[config.mk]
export PLATFORM = sky130hd
export DESIGN_NAME = cntr8_fsm
export DESIGN_NICKNAME = d
export VERILOG_FILES = /design/src/rtl/cntr8_fsm_pkg.sv /design/src/rtl/cntr8_ns_logic.sv /design/src/rtl/cntr8_fsm.sv
export SDC_FILE = /design/constraint.sdc
export NUM_CORES = 1
export LEC_CHECK = 0
export ABC_AREA = 1
export CORE_MARGIN = 2
export CORE_UTILIZATION = 37
export DETAILED_ROUTE_END_ITERATION = 6
export PLACE_DENSITY = 0.74
export REMOVE_ABC_BUFFERS = 1
export SYNTH_ARGS = -nofsm -noshare
export SYNTH_HDL_FRONTEND = slang
export SYNTH_SLANG_ARGS = --single-unit
export TNS_END_PERCENT = 50
[constraint.sdc]
create_clock -name clk -period 1.15 [get_ports clk]
set_clock_uncertainty 0.15 [all_clocks]
set_input_delay 0.2875 -clock clk [delete_from_list [all_inputs] [get_ports clk]]
set_output_delay 0.2875 -clock clk [all_outputs]
set_load 0.03 [all_outputs]
[src/rtl/cntr8_fsm_pkg.sv]
// Shared state-code definitions for the counter FSM and its downstream output-logic stage.
package cntr8_fsm_pkg;

  localparam logic [2:0] StIdle = 3'b000;
  localparam logic [2:0] StLoad = 3'b001;
  localparam logic [2:0] StInc  = 3'b010;
  localparam logic [2:0] StInc2 = 3'b011;
  localparam logic [2:0] StDec  = 3'b100;
  localparam logic [2:0] StDec2 = 3'b101;

  function automatic logic is_up(input logic [2:0] st);
    return (st == StInc) || (st == StInc2);
  endfunction

  function automatic logic is_down(input logic [2:0] st);
    return (st == StDec) || (st == StDec2);
  endfunction

endpackage

[src/rtl/cntr8_ns_logic.sv]
// Combinational next-state logic for cntr8_fsm.
module cntr8_ns_logic
  import cntr8_fsm_pkg::*;
(
  input  logic [2:0] state,
  input  logic       load,
  input  logic       en,
  input  logic       inc,
  output logic [2:0] state_next
);

  always_comb begin
    state_next = StIdle;
    if (load) begin
      state_next = StLoad;
    end else if (!en) begin
      state_next = StIdle;
    end else if (state == 3'b110 || state == 3'b111) begin
      // Illegal codes recover to IDLE.
      state_next = StIdle;
    end else if (inc) begin
      state_next = (state == StInc) ? StInc2 : StInc;
    end else begin
      state_next = (state == StDec) ? StDec2 : StDec;
    end
  end

endmodule

[src/rtl/cntr8_fsm.sv]
// Up/down counter FSM: state, count and wrap registers; count arithmetic lives downstream.
module cntr8_fsm
  import cntr8_fsm_pkg::*;
(
  input  logic       clk,
  input  logic       reset,
  input  logic       load,
  input  logic       en,
  input  logic       inc,
  input  logic [7:0] cnt_nxt,
  output logic [2:0] state,
  output logic [7:0] cnt,
  output logic       wrap
);

  logic [2:0] state_d, state_q;
  logic [7:0] cnt_d, cnt_q;
  logic       wrap_d, wrap_q;

  cntr8_ns_logic u_ns_logic (
    .state      (state_q),
    .load       (load),
    .en         (en),
    .inc        (inc),
    .state_next (state_d)
  );

  always_comb begin
    cnt_d  = cnt_nxt;
    // Wrap is judged on the direction of the current state, not the next one.
    wrap_d = (is_up(state_q)   && (cnt_q == 8'hFF) && (cnt_nxt == 8'h00)) ||
             (is_down(state_q) && (cnt_q == 8'h00) && (cnt_nxt == 8'hFF));
  end

  always_ff @(posedge clk or posedge reset) begin
    if (reset) begin
      state_q <= StIdle;
      cnt_q   <= 8'h00;
      wrap_q  <= 1'b0;
    end else begin
      state_q <= state_d;
      cnt_q   <= cnt_d;
      wrap_q  <= wrap_d;
    end
  end

  assign state = state_q;
  assign cnt   = cnt_q;
  assign wrap  = wrap_q;

endmodule
-- Yosys cells after proc, flatten, opt, wreduce, memory -nomap -nowiden
Cells that the tools add are included.
- reductions and logical operators: 10
- mux-type cells: 6
- equality and inequality tests: 8
- operators by type and width (cell ; number):
    8-bit == test (second input constant) ; 2
    8-bit logical NOT ; 2
    3-bit == test (second input constant) ; 4
    3-bit 2-to-1 mux ; 4
    3-bit by 2-bit == test with 1-bit output (second input constant) ; 2
    1-bit logical AND ; 4
    1-bit logical OR ; 4
    1-bit 2-to-1 mux ; 2
- register bits after elaboration: 12
- output and inout port bits: 12
- bits of input ports: 13

-- Longest topological paths before layout
- depth after elaboration: 6
- gate-level depth with buffers: 6
- mapped depth without buffers: 6

-- Cells and area by module
Synthesis repeated with hierarchy kept, for this count alone.
- cell total of the unflattened synthesis: 67
- area total of the unflattened synthesis: 535.5 um2
- modules (own cells, without submodules) (module ; cells an instance ; sequential area each (um2) ; instances ; area an instance (um2)):
    cntr8_fsm ; 52 ; 300.3 ; 1 ; 469.2
    cntr8_ns_logic ; 15 ; 0.0 ; 1 ; 66.3

-- Least setup slack after synthesis
Ideal clock, no wire load.
- path kind: register -> register
- start point: register state_q[2], in the netlist state[2]
- end point: register state_q[0], in the netlist state[0]
- setup slack: 0.006 ns
- period minus slack after synthesis: 1.144 ns
- arrival: 0.862 ns
- cell stages (with the launch flop): 6
- path buffers: 0
- cell sequence: dfrtp_1 inv_1 nand2_1 nand2_1 nand3_1 o21bai_1
- longest elaborated chain between the ends: 6
- RTL lines (item ; line ; RTL):
    start, declared ; cntr8_fsm.sv:16 ; logic [2:0] state_d, state_q;
    start signal, assigned ; cntr8_fsm.sv:37 ; state_q <= StIdle;
    start signal, assigned ; cntr8_fsm.sv:41 ; state_q <= state_d;
    3-bit == test / 3-bit by 2-bit == test with 1-bit output (equally long branches) ; cntr8_ns_logic.sv:24, cntr8_ns_logic.sv:22 ;
    1-bit 2-to-1 mux (on tied branches) ; cntr8_ns_logic.sv:24, cntr8_ns_logic.sv:22 ;
    3-bit 2-to-1 mux ; cntr8_ns_logic.sv:21 ; end else if (inc) begin
    3-bit 2-to-1 mux * ; cntr8_ns_logic.sv:18 ; end else if (state == 3'b110 || state == 3'b111) begin
    3-bit 2-to-1 mux * ; cntr8_ns_logic.sv:16 ; end else if (!en) begin
    3-bit 2-to-1 mux * ; cntr8_ns_logic.sv:14 ; if (load) begin
    net state_d[0] ; cntr8_fsm.sv:16 ;
The timed path passes the listed nets; every way through them passes the cells marked *.

-- Worst setup path in the final report
- start point: register cnt_q[4], in the netlist cnt[4]
- end point: output cnt[4]
- RTL lines (item ; line ; RTL):
    start, declared ; cntr8_fsm.sv:17 ; logic [7:0] cnt_d, cnt_q;
    start signal, assigned ; cntr8_fsm.sv:42 ; cnt_q <= cnt_d;
    end, declared ; cntr8_fsm.sv:12 ; output logic [7:0] cnt,
No word-level cell between the ends.

==> metrics.cfg <==
[die]
row_count=13
ios=25
die_area_um2=1697
die_w_um=41.19
die_h_um=41.19
start_util_pct=39.33
core_area_um2=1301

[cts]
clock_path_buffers=2
holdBufCountCts=0
root_buffer=clkbuf_4
clk_latency_ns=0.26
numClockSinks=12
htree_num_levels=1
cts_buffers=3
cts_tree=done
clk_pin_slew_worst_paths_ns=0.07

[critical_path]
start_kind=register
crit_slowest_cell=dfrtp_1
worst_path_largest_cell_delay_ns=0.41
cp_num_cells=1
r2r-start=state[2]
critical_path.endpoint_type=output pin
worstSetupPathType=reg2out
cp.arrival_ns=0.83
worstRegToRegCells=6
r2r_setup_slack_ns=0
cp_data_required_time_ns=0.71
critPathBufInv=1
crit_fanout=3
path_cells=buf_6
r2r-end=state[0]
critical-path-top-delay-family=flip-flops

[timing]
fin_crit_sh_pct=110.1
fmax_mhz=789.9
rsz0062_at_grt=yes
drv_slew=0
setup_viol=13
hold_slack_ns=0.1657
fin_ws_ns=-0.1160
fin_crit_ns=1.266
max_slew_margin_pct=89.36
hold_viol_final=0
tightest_slew_ns=0.1584

[routing]
vias=487
route.detailed.drc=0
viasPerCell=4.387
dr.pass1.iters=4
drt_iter0_drc=8
wl_per_cell_um=9.739
wl_um=1081
ant_nets=0

[cells_and_area]
fillers=111
finish.utilization_pct=68.27
num_antenna_cells=0
drive_gt1_share_pct=28.13
synthToLayoutAreaGrowth_pct=73.59
fin_nets=111

[min_path]
hp-class=in2async

[place]
place.gp.congestion=0.6948
hpwl_um=823.4
port_buffers=24

[status]
status=finished with violations
violations=setup timing

[global_routing]
track_usage_pct=16.25
grt_pass1_vias=443
grt_pass1_wl_um=1690
antenna_found_initial=0
grt_max_degree=13
grt-ovfl-total=0

[job]
cap_viol_max_count=0

[power]
vdd_drop_max_mv=0.5926
power_leakage_nw=0.4496
power_density_nw_per_um2=1026

[synthesis]
syn_avg_cell_area_um2=8.389
syn_area_um2=511.7
synth_cell_types=10
yosysSeqAreaShare_pct=58.68
yosysWarnings=0
synthCells=61
synth_seq_cells=12

[layer usage]
| layer | track usage (%) | wire [µm] | up-vias |
|---|---|---|---|
| met1 | 19.46 | 468 | 213 |
| li1 | - | - | 254 |
| met3 | 7.065 | 77 | 3 |
| met5 | 0 | 0 | - |
| met2 | 23.83 | 516 | 17 |
| met4 | 9.677 | 18 | 0 |
[Yosys cell counts]
master	count	area share, %
inv_1	11	8.1
a21boi_2	1	2.2
nor2_1	10	7.3
or2_0	1	1.2
nand3_1	3	2.9
nor3_2	1	2.0
nor3_1	3	2.9
nand2_1	18	13
o21bai_1	1	1.5
dfrtp_1	12	59
[cells in the final DEF (no fill, tap or decap)]
cell type / netlist / layout
clkdlybuf4s50_1: 0 / 12
nor3_1: 3 / 2
dfrtp_1: 12 / 12
nor2_2: 0 / 1
buf_12: 0 / 1
buf_6: 0 / 12
or2_0: 1 / 1
nor2_1: 10 / 9
a21boi_2: 1 / 1
nand3_1: 3 / 3
inv_1: 11 / 11
nor3_2: 1 / 2
o21bai_1: 1 / 1
nand2_1: 18 / 18
clkbuf_4: 0 / 3
buf_4: 0 / 7
[power breakdown]
| group | switching [W] | internal (W) | leakage [nW] |
|---|---|---|---|
| logic | 0.0000984 | 0.000109 | 0.290 |
| clock network | 0.000126 | 0.000121 | 0.0138 |
| registers | 0.0000155 | 0.000441 | 0.146 |
| total | 0.000240 | 0.000672 | 0.450 |
[state kept, by name (all words and copies together), names as in the netlist]
signal,cells
cnt,8
state,3
wrap,1
[cell type report]
cell class	instances	area (µm²)	area share, %
well taps	15	18.77	2.113
multi-input cells	38	177.7	20.00
flip-flops and latches	12	300.3	33.80
clock buffers	3	22.52	2.535
repair buffers	32	327.8	36.90
inverters	11	41.29	4.648
[cell families after synthesis]
| kind of cell | count (synthesis) | share of synthesized area [%] |
|---|---|---|
| simple gates | 36 | 29.58 |
| buf+inv | 11 | 8.069 |
| compound gates | 2 | 3.668 |
| flops | 12 | 58.68 |
[worst max path at each step]
stage	start	endpoint	slack, ns
2_1_floorplan	state[2]	state[0]	0.006
3_3_place_gp	cnt_nxt[4]	wrap	-0.23
3_5_place_dp	cnt_nxt[4]	wrap	-0.24
4_1_cts	cnt[0]	cnt[0]	-0.12
5_1_grt	cnt[2]	cnt[2]	-0.15
6_report	cnt[4]	cnt[4]	-0.12
[timing repair]
item / 4_1_cts / 5_1_grt
pin swaps: 0 / 1
resized for setup: 12 / 2
setup buffers: 7 / 0
endpoints found under the setup margin: 12 / 15
cloned: 0 / 0
[metrics by stage]
stage / setup slack, ns / instances / power (W) / area, µm² / TNS, ns
2_1_floorplan: 0.006413 / 61 / 0.0005413 / 511.7 / 0
3_3_place_gp: -0.2287 / 101 / 0.0006363 / 760.7 / -0.8034
3_5_place_dp: -0.2444 / 101 / 0.0006382 / 760.7 / -0.8334
4_1_cts: -0.1219 / 111 / 0.0009196 / 880.8 / -1.188
5_1_grt: -0.1476 / 111 / 0.0009635 / 888.4 / -1.672
6_report: -0.1160 / 111 / 0.0009112 / 888.4 / -1.106
Power figures use the tool's default switching activity.
